[src/rtl/seven_seg_reader_pkg.sv]
// Shared seven-segment glyph table (active-low {g,f,e,d,c,b,a}) and reader FSM states.
// Used by the readback decoder; display-side encoders use glyph_of() so both sides stay aligned.
package seven_seg_pkg;

    localparam int NUM_DIGITS = 4;

    localparam logic [6:0] GLYPH_0     = 7'b1000000;
    localparam logic [6:0] GLYPH_1     = 7'b1111001;
    localparam logic [6:0] GLYPH_2     = 7'b0100100;
    localparam logic [6:0] GLYPH_3     = 7'b0110000;
    localparam logic [6:0] GLYPH_4     = 7'b0011001;
    localparam logic [6:0] GLYPH_5     = 7'b0010010;
    localparam logic [6:0] GLYPH_6     = 7'b0000010;
    localparam logic [6:0] GLYPH_7     = 7'b1111000;
    localparam logic [6:0] GLYPH_8     = 7'b0000000;
    localparam logic [6:0] GLYPH_9     = 7'b0010000;
    localparam logic [6:0] GLYPH_A     = 7'b0001000;
    localparam logic [6:0] GLYPH_B     = 7'b0000011;
    localparam logic [6:0] GLYPH_C     = 7'b1000110;
    localparam logic [6:0] GLYPH_D     = 7'b0100001;
    localparam logic [6:0] GLYPH_E     = 7'b0000110;
    localparam logic [6:0] GLYPH_F     = 7'b0001110;
    localparam logic [6:0] GLYPH_BLANK = 7'b1111111;

    typedef enum logic [1:0] {
        WAIT   = 2'd0,
        SETTLE = 2'd1,
        HELD   = 2'd2
    } dwell_state_e;

    function automatic logic [6:0] glyph_of(input logic [3:0] nibble);
        logic [6:0] g;
        case (nibble)
            4'h0: g = GLYPH_0;
            4'h1: g = GLYPH_1;
            4'h2: g = GLYPH_2;
            4'h3: g = GLYPH_3;
            4'h4: g = GLYPH_4;
            4'h5: g = GLYPH_5;
            4'h6: g = GLYPH_6;
            4'h7: g = GLYPH_7;
            4'h8: g = GLYPH_8;
            4'h9: g = GLYPH_9;
            4'hA: g = GLYPH_A;
            4'hB: g = GLYPH_B;
            4'hC: g = GLYPH_C;
            4'hD: g = GLYPH_D;
            4'hE: g = GLYPH_E;
            default: g = GLYPH_F;
        endcase
        return g;
    endfunction

endpackage

[src/rtl/seven_seg_reader_if.sv]
// Display pin bus as seen by the readback monitor, plus the published frame.
// master drives the pins and consumes frames; slave is the reader.
interface seven_seg_reader_if;
    logic [3:0]  anode;
    logic [6:0]  segs;
    logic [15:0] digits;
    logic [3:0]  digit_valid;
    logic [3:0]  blank;
    logic        frame_done;
    logic        err;

    modport master (
        output anode, segs,
        input  digits, digit_valid, blank, frame_done, err
    );

    modport slave (
        input  anode, segs,
        output digits, digit_valid, blank, frame_done, err
    );
endinterface

[src/rtl/seven_seg_glyph_decode.sv]
// Combinational glyph-to-nibble decoder; zero latency, no flow control.
// Non-table glyphs return nibble 0 / valid 0; all-off additionally flags blank.
module seven_seg_glyph_decode
    import seven_seg_pkg::*;
(
    input  logic [6:0] glyph_i,
    output logic [3:0] nibble_o,
    output logic       valid_o,
    output logic       blank_o
);

    always_comb begin
        nibble_o = 4'h0;
        valid_o  = 1'b0;
        blank_o  = (glyph_i == GLYPH_BLANK);
        for (int i = 0; i < 16; i++) begin
            if (glyph_i == glyph_of(4'(i))) begin
                nibble_o = 4'(i);
                valid_o  = 1'b1;
            end
        end
    end

endmodule

[src/rtl/seven_seg_reader.sv]
// Seven-segment readback: 1-cycle input register, capture STABLE_CYCLES edges after a pin change.
// Passive monitor with no backpressure; SEVEN_SEG_READER_ERR_EN enables the sticky err flag and err_count.
module seven_seg_reader
    import seven_seg_pkg::*;
#(
    parameter int STABLE_CYCLES = 4
) (
    input logic           clock,
    input logic           reset,
    seven_seg_reader_if.slave bus
);

    localparam logic [7:0] CNT_TGT = 8'(STABLE_CYCLES - 1);

    logic [3:0]   anode_q;
    logic [6:0]   segs_q;
    logic [7:0]   cnt_q, cnt_d;
    dwell_state_e state_q;
    logic [3:0]   seen_q, seen_d;
    logic [15:0]  sh_dig_q, digits_q;
    logic [3:0]   sh_vld_q, sh_blk_q, valid_q, blank_q;
    logic         frame_done_q;

    logic         stable, one_hot_low, capture, frame_full;
    logic [1:0]   sel;
    logic [3:0]   dec_nib;
    logic         dec_vld, dec_blk;

    seven_seg_glyph_decode u_decode (
        .glyph_i  (segs_q),
        .nibble_o (dec_nib),
        .valid_o  (dec_vld),
        .blank_o  (dec_blk)
    );

    // The next registered sample matching the current one means in_q is unchanged.
    assign stable      = (bus.anode == anode_q) && (bus.segs == segs_q);
    assign one_hot_low = $onehot(~anode_q);
    assign capture     = (state_q == SETTLE) && stable && (cnt_q == CNT_TGT);
    assign frame_full  = (seen_q == 4'hF);

    always_comb begin
        sel = 2'd0;
        for (int i = 0; i < NUM_DIGITS; i++) begin
            if (!anode_q[i]) sel = 2'(i);
        end
    end

    always_comb begin
        cnt_d = 8'd0;
        if (stable) cnt_d = (cnt_q == 8'hFF) ? cnt_q : cnt_q + 8'd1;
    end

    always_comb begin
        seen_d = frame_full ? 4'h0 : seen_q;
        if (capture) seen_d[sel] = 1'b1;
    end

    always_ff @(posedge clock) begin
        if (!reset) begin
            anode_q      <= 4'hF;
            segs_q       <= 7'h7F;
            cnt_q        <= 8'd0;
            state_q      <= WAIT;
            seen_q       <= 4'h0;
            sh_dig_q     <= 16'h0;
            sh_vld_q     <= 4'h0;
            sh_blk_q     <= 4'h0;
            digits_q     <= 16'h0;
            valid_q      <= 4'h0;
            blank_q      <= 4'h0;
            frame_done_q <= 1'b0;
        end else begin
            anode_q      <= bus.anode;
            segs_q       <= bus.segs;
            cnt_q        <= cnt_d;
            seen_q       <= seen_d;
            frame_done_q <= frame_full;

            if (!stable) begin
                state_q <= WAIT;
            end else begin
                case (state_q)
                    WAIT:    if (one_hot_low) state_q <= SETTLE;
                    SETTLE:  if (capture) state_q <= HELD;
                    HELD:    state_q <= HELD;
                    default: state_q <= WAIT;
                endcase
            end

            if (capture) begin
                sh_dig_q[sel*4 +: 4] <= dec_nib;
                sh_vld_q[sel]        <= dec_vld;
                sh_blk_q[sel]        <= dec_blk;
            end

            if (frame_full) begin
                digits_q <= sh_dig_q;
                valid_q  <= sh_vld_q;
                blank_q  <= sh_blk_q;
            end
        end
    end

    assign bus.digits      = digits_q;
    assign bus.digit_valid = valid_q;
    assign bus.blank       = blank_q;
    assign bus.frame_done  = frame_done_q;

`ifdef SEVEN_SEG_READER_ERR_EN
    logic       err_q;
    logic [7:0] err_count;
    logic       multi_event, err_event;

    // A multi-low anode counts once per dwell, when it has been held as long as a capture would need.
    assign multi_event = (state_q == WAIT) && !$onehot0(~anode_q) && stable && (cnt_q == CNT_TGT);
    assign err_event   = multi_event || (capture && !dec_vld && !dec_blk);

    always_ff @(posedge clock) begin
        if (!reset) begin
            err_q     <= 1'b0;
            err_count <= 8'd0;
        end else if (err_event) begin
            err_q <= 1'b1;
            if (err_count != 8'hFF) err_count <= err_count + 8'd1;
        end
    end

    assign bus.err = err_q;
`else
    assign bus.err = 1'b0;
`endif

endmodule
[src/flat_wrapper.sv]
// flat-port wrapper written by rule: the top's interface ports become plain ports
module seven_seg_reader_flat import seven_seg_pkg::*;
#(
    parameter int STABLE_CYCLES = 4
)
  (clock, reset, bus_anode, bus_segs, bus_digits, bus_digit_valid, bus_blank, bus_frame_done, bus_err);
  seven_seg_reader_if bus_i ();
  input logic clock;
  input logic reset;
  input wire logic [$bits(bus_i.anode)-1:0] bus_anode;
  input wire logic [$bits(bus_i.segs)-1:0] bus_segs;
  output wire logic [$bits(bus_i.digits)-1:0] bus_digits;
  output wire logic [$bits(bus_i.digit_valid)-1:0] bus_digit_valid;
  output wire logic [$bits(bus_i.blank)-1:0] bus_blank;
  output wire logic [$bits(bus_i.frame_done)-1:0] bus_frame_done;
  output wire logic [$bits(bus_i.err)-1:0] bus_err;
  assign bus_i.anode = bus_anode;
  assign bus_i.segs = bus_segs;
  assign bus_digits = bus_i.digits;
  assign bus_digit_valid = bus_i.digit_valid;
  assign bus_blank = bus_i.blank;
  assign bus_frame_done = bus_i.frame_done;
  assign bus_err = bus_i.err;
  seven_seg_reader #(.STABLE_CYCLES(STABLE_CYCLES)) u_core (.clock(clock), .reset(reset), .bus(bus_i));
endmodule
[config.mk]
export PLATFORM = sky130hd
export DESIGN_NAME = seven_seg_reader_flat
export DESIGN_NICKNAME = d
export VERILOG_FILES = /design/src/rtl/seven_seg_reader_pkg.sv /design/src/rtl/seven_seg_reader_if.sv /design/src/rtl/seven_seg_glyph_decode.sv /design/src/rtl/seven_seg_reader.sv /design/src/flat_wrapper.sv
export SDC_FILE = /design/constraint.sdc
export NUM_CORES = 1
export LEC_CHECK = 0
export CAP_MARGIN = 20
export CORE_ASPECT_RATIO = 2
export CORE_MARGIN = 5
export CORE_UTILIZATION = 56
export CTS_BUF_LIST = sky130_fd_sc_hd__clkbuf_8 sky130_fd_sc_hd__clkbuf_16
export CTS_CLUSTER_DIAMETER = 80
export DETAILED_ROUTE_END_ITERATION = 10
export GPL_ROUTABILITY_DRIVEN = 0
export GPL_TIMING_DRIVEN = 0
export PLACE_DENSITY = 0.78
export SLEW_MARGIN = 20
export SYNTH_ARGS = -nofsm -noshare
export SYNTH_HDL_FRONTEND = slang
export SYNTH_HIERARCHICAL = 1
export SYNTH_SLANG_ARGS = --single-unit
[constraint.sdc]
create_clock -name clock -period 2.89 [get_ports clock]
set_input_delay 0.578 -clock clock [delete_from_list [all_inputs] [get_ports clock]]
set_output_delay 0.578 -clock clock [all_outputs]
set_load 0.1 [all_outputs]
* After elaboration in Yosys (flattened, before gate mapping)
Index checks and enable logic that the tools add are counted. Widths: inputs -> output; s select.
Operators by class: mux-type cells 44, shifts and indexed selects 2, bitwise logic cells 2, add/sub/neg operators 5, reductions and logical operators 8, $lt $le $gt $ge 2, eq/ne operators 26
Operators by type and width (count):
- $mux 4 | 16
- $eq 7x7->1 const B | 5
- $neg 4->34 | 1
- $shift 4x34->16 const A | 1
- $shiftx 4x34->16 | 1
- $eq 7x5->1 const B | 3
- $eq 7x6->1 const B | 3
- $mux 1 | 19
- $bwmux 16 | 1
- $eq 7x2->1 const B | 2
- $eq 7x4->1 const B | 2
- $add 8x1->8 const B | 1
- $bwmux 4 | 2
- $eq 8x2->1 const B | 1
- $eq 8x8->1 const B | 1
- $mux 2 | 4
- $eq 7x3->1 const B | 1
- $eq 7x7->1 | 1
- $logic_not 7->1 | 1
- $pmux 2 s3 | 1
- $add 1x1->2 | 2
- $eq 4x4->1 | 1
- $eq 4x4->1 const B | 1
- $logic_and 1x1->1 | 4
- 12 further kinds | 14
Storage, ports and cells: logic and storage cells 101, output and inout port bits 26, bits in registers 74

* Longest topological paths before layout
word-level depth 18, depth in mapped cells 9, mapped depth without buffers 9

* Cells and area by module
Netlist, hierarchy kept.
By module, submodules not included:
- seven_seg_reader | cells each 320, area an instance 3113.0 µm², times used 1
- seven_seg_glyph_decode | cells each 50, area an instance 315.3 µm², times used 1

* Worst setup path before layout
Ideal clock, no wire load.
kind input-to-reg, start input bus_anode[0], end register u_core.sh_vld_q[3], buffers on the path 2, data arrival time 2.267 ns, path slack 0.507 ns, stages 7, cells stage by stage xor2_1 > or4_1 > buf_6 > or4_1 > buf_2 > mux2i_1 > nor2b_1
On the way: longest elaborated chain between the ends 4
RTL lines:
- start: declaration | line flat_wrapper.sv:10 | input wire logic [$bits(bus_i.anode)-1:0] bus_anode;
- $eq 4x4->1 | line seven_seg_reader.sv:37 | assign stable = (bus.anode == anode_q) && (bus.segs == segs_q);
- $logic_and 1x1->1 | line seven_seg_reader.sv:37
- $logic_and 1x1->1 (2 in a row) | line seven_seg_reader.sv:39 | assign capture = (state_q == SETTLE) && stable && (cnt_q == CNT_TGT);
- end signal: indexed assignment | line seven_seg_reader.sv:93 | sh_vld_q[sel] <= dec_vld;
- end: declaration | line seven_seg_reader.sv:21 | logic [3:0] sh_vld_q, sh_blk_q, valid_q, blank_q;
Every way passes these cells. A chain may end at the register's enable or synchronous reset.

* Worst setup path in the final report
start input bus_anode[0], end register u_core.sh_dig_q[11]
On the way: longest elaborated chain between the ends 4
RTL lines:
- $eq 4x4->1 | line seven_seg_reader.sv:37
- $logic_and 1x1->1 | line seven_seg_reader.sv:37
- $logic_and 1x1->1 (2 in a row) | line seven_seg_reader.sv:39
- end signal: indexed assignment | line seven_seg_reader.sv:92 | sh_dig_q[sel*4 +: 4] <= dec_nib;
- end: declaration | line seven_seg_reader.sv:20 | logic [15:0] sh_dig_q, digits_q;
Every way passes these cells.

==> impl_metrics.json <==
{
  "min_from": "u_core/bus.digit_valid[3]",
  "drtIter0Drc": 90,
  "final.setup.worst_slack_ns": 0.153,
  "io_pins": 39,
  "finalPower_mw": 2.33,
  "worst_r2r_path_depth": 6,
  "synth.net_count": 389,
  "placement.setup.worst_slack_ns": -0.224,
  "vias": 2706,
  "clock_tree.buffer_depth": 2,
  "portBuffers": 36,
  "synth_edf_count": 0,
  "area.sequential_um2": 1480,
  "share_clk_of_total_power_pct": 49.6,
  "clock_latency_ns": 0.34,
  "tritoncts": "yes",
  "synth_seq_cells": 74,
  "power_per_cell_area_nw_per_um2": 557,
  "timing.final.crit_share_pct": 94.7,
  "critical_path.reg2reg.endpoint": "u_core/sh_dig_q[11]",
  "antenna_found_initial": 0,
  "synth-seq-area-share_pct": 43.2,
  "num_antenna_cells": 0,
  "die_area_um2": 7880,
  "part_of_the_power_in_combinational_logic_pct": 5.7,
  "dr.pass1.iters": 4,
  "intPower_mw": 1.82,
  "synthArstFlopShare_pct": 0,
  "setup_tns_ns": 0,
  "gr-max-usage-layer": "met2",
  "hold_violations_final": 0,
  "dp_hpwl_um": 5540,
  "multiInputGateArea_um2": 1810,
  "cts_hold_buf": 0,
  "cp_data_required_time_ns": 3.12,
  "timing.clock.skew_ns": 0.00502,
  "worst-slew-pin-transition_ns": 0.974,
  "fraction_of_final_layout_cells_with_drive_strength_greater_than_1_pct": 7.82,
  "dieHeight_um": 121,
  "min_to": "u_core/bus.digit_valid[3]",
  "post_dr_vias_cell": 5.58,
  "worst_ir_drop_vdd_mv": 0.360,
  "worst-setup-path-type": "primary input to flip-flop",
  "max_cap_viol_count": 0,
  "period_needed_ns": 2.74,
  "first_pass_grt_wire_length_um": 12200,
  "fillers": 507,
  "cts_setup_buffers": 0,
  "nets": 436,
  "dpl_cell_area_um2": 3870,
  "clk_root_buffer_cell": "clkbuf_16",
  "totalWireLength_um": 7430,
  "p_sw_mw": 0.504,
  "die_width_um": 65.3,
  "effective_utilization_at_floorplan_pct": 57.1,
  "outcome": "completed",
  "max_freq_mhz": 365,
  "worst-endpoint-arrival_ns": 2.97,
  "power.static_leakage_nw": 1.50,
  "swShare_pct": 21.7,
  "grt_use_met1_pct": 18.6,
  "reg2reg_from": "u_core/segs_q[6]",
  "setup.worst_path.end_class": "flip-flop",
  "setup_viol": 0,
  "syn2layout_area_growth_pct": 22.0,
  "std_cell_rows": 40,
  "relSlewSlack_pct": 34.8,
  "grt_start_max_net_pins": 13,
  "h-tree-depth": 3,
  "grt_pass1_vias": 2709,
  "timing_max_transition_violations_final": 0,
  "netlist_instances": 370,
  "min_path_type": "flip-flop to flip-flop",
  "final_cell_mix": "dfxtp_1, nand2_1, clkdlybuf4s50_1",
  "clock_sink_count": 74,
  "timing.hold.worst_path_depth": 2,
  "synth.lib_cells_used.distinct": 56,
  "timing.reg2reg.setup_slack_ns": 0.41,
  "core_um2": 6010,
  "global_route.usage.total_pct": 20.5,
  "route.detailed.drc": 0,
  "fin_area_um2": 4180,
  "wl_per_cell_um": 15.3,
  "clk_transition_reported_paths_ns": 0.05,
  "timing.critical_path.from_type": "primary input",
  "ys_warn_count": 6,
  "postCtsResizedCells": 0,
  "grt_remaining_overflow": 0,
  "grt_use_met2_pct": 38.7,
  "netlist_area_um2": 3430,
  "final_common_cell": "dfxtp_1",
  "top_reg_cell_synth": "dfxtp_1",
  "timing.critical_path.fanout_max": 7,
  "numCtsBuffers": 9,
  "p_seq_share_pct": 44.7,
  "syn_area_per_cell_um2": 9.27,
  "use_met3_pct": 5.39,
  "postRouteAntennaNets": 0,
  "rsz0062_at_grt": "no"
}
cell type report:
cell class	count	share of cell area [%]
Multi-Input combinational cell	267	43.3
Timing Repair Buffer	36	8.61
Buffer	20	2.39
Clock buffer	12	6.37
Clock inverter	4	1.20
Tap cell	63	1.88
Inverter	9	0.807
Sequential cell	74	35.4
kinds of logic (layout without fill, tap and decap cells):
logic type / Yosys count / after routing / share of synthesized area, %
and+or+nand+nor: 168 / 168 / 27.9
DFF: 74 / 74 / 43.2
AOI/OAI and AO/OA: 50 / 50 / 10.8
buffers and inverters: 29 / 81 / 3.90
muxes: 26 / 26 / 7.59
xor gates and xnor gates: 16 / 16 / 4.09
adders and majority gates: 6 / 6 / 2.41
other: 1 / 1 / 0.109
how the worst max path moves through the flow:
stage               slack [ns]          from  cells past startpoint             endpoint
floorplan                 0.51  bus_anode[0]                      7   u_core/sh_vld_q[3]
global placement         -0.19  bus_anode[0]                      7   u_core/sh_vld_q[1]
detailed placement       -0.22  bus_anode[0]                      7  u_core/sh_dig_q[11]
CTS                       0.13  bus_anode[0]                      7   u_core/sh_vld_q[0]
global route              0.04  bus_anode[0]                      7   u_core/sh_dig_q[9]
finish                    0.15  bus_anode[0]                      7  u_core/sh_dig_q[11]
through the flow:
step | hold slack [ns] | instances | util (%)
3_3_place_gp | 0.451 | 469 | 64.4
5_1_grt | 0.472 | 485 | 69.7
2_1_floorplan | 0.440 | 370 | -
4_1_cts | 0.454 | 485 | 69.7
3_5_place_dp | 0.455 | 469 | 64.4
6_report | 0.459 | 485 | 69.7
power by group through the flow:
stage          Clock [mW]  Combinational, mW  Sequential, mW
2_1_floorplan           0             0.0925            1.06
3_3_place_gp            0              0.128            1.06
3_5_place_dp            0              0.132            1.06
4_1_cts              1.17              0.132            1.04
5_1_grt              1.22              0.145            1.04
6_report             1.15              0.133            1.04
registers in the layout, summed over array words and instances, names as in the netlist:
| signal | flops |
|---|---|
| u_core/seen_q | 4 |
| u_core/bus.digit_valid | 4 |
| u_core/sh_vld_q | 4 |
| u_core/cnt_q | 8 |
| u_core/sh_blk_q | 4 |
| u_core/bus.digits | 16 |
| u_core/bus.frame_done | 1 |
| u_core/bus.blank | 4 |
| u_core/sh_dig_q | 16 |
| u_core/state_q | 2 |
| u_core/anode_q | 4 |
| u_core/segs_q | 7 |
synth_stat cells (3+ instances only):
| cell | number | area [um2] |
|---|---|---|
| nor2_1 | 14 | 52.6 |
| nor3_1 | 8 | 40.0 |
| xor2_1 | 7 | 61.3 |
| inv_1 | 9 | 33.8 |
| xnor2_1 | 9 | 78.8 |
| o21ai_0 | 3 | 15.0 |
| nand3_1 | 6 | 30.0 |
| dfxtp_1 | 74 | 1480 |
| a21oi_1 | 4 | 20.0 |
| and3_1 | 4 | 25.0 |
| nor4_4 | 3 | 63.8 |
| a211oi_1 | 5 | 37.5 |
| nand2_1 | 56 | 210 |
| nand4_1 | 10 | 62.6 |
| ha_1 | 5 | 62.6 |
| nor2b_1 | 27 | 169 |
| and2_1 | 4 | 25.0 |
| a21boi_0 | 24 | 180 |
| mux2i_1 | 26 | 260 |
| nand2b_1 | 13 | 81.3 |
| clkbuf_1 | 13 | 48.8 |
layer usage:
metal	vias up	routed length [um]	share of wire (%)
met5	-	0	0
met2	62	4250	57
li1	1365	-	-
met4	0	248	3.3
met3	22	280	3.8
met1	1257	2650	36
critical path, stage by stage:
cell and delay (ns):
clkdlybuf4s50_1 0.46, xor2_1 0.18, or4_1 0.54, buf_6 0.16, nor4_4 0.70, mux2i_1 0.28, nor2b_1 0.06
Note: power is estimated with default switching activity, not from simulation.
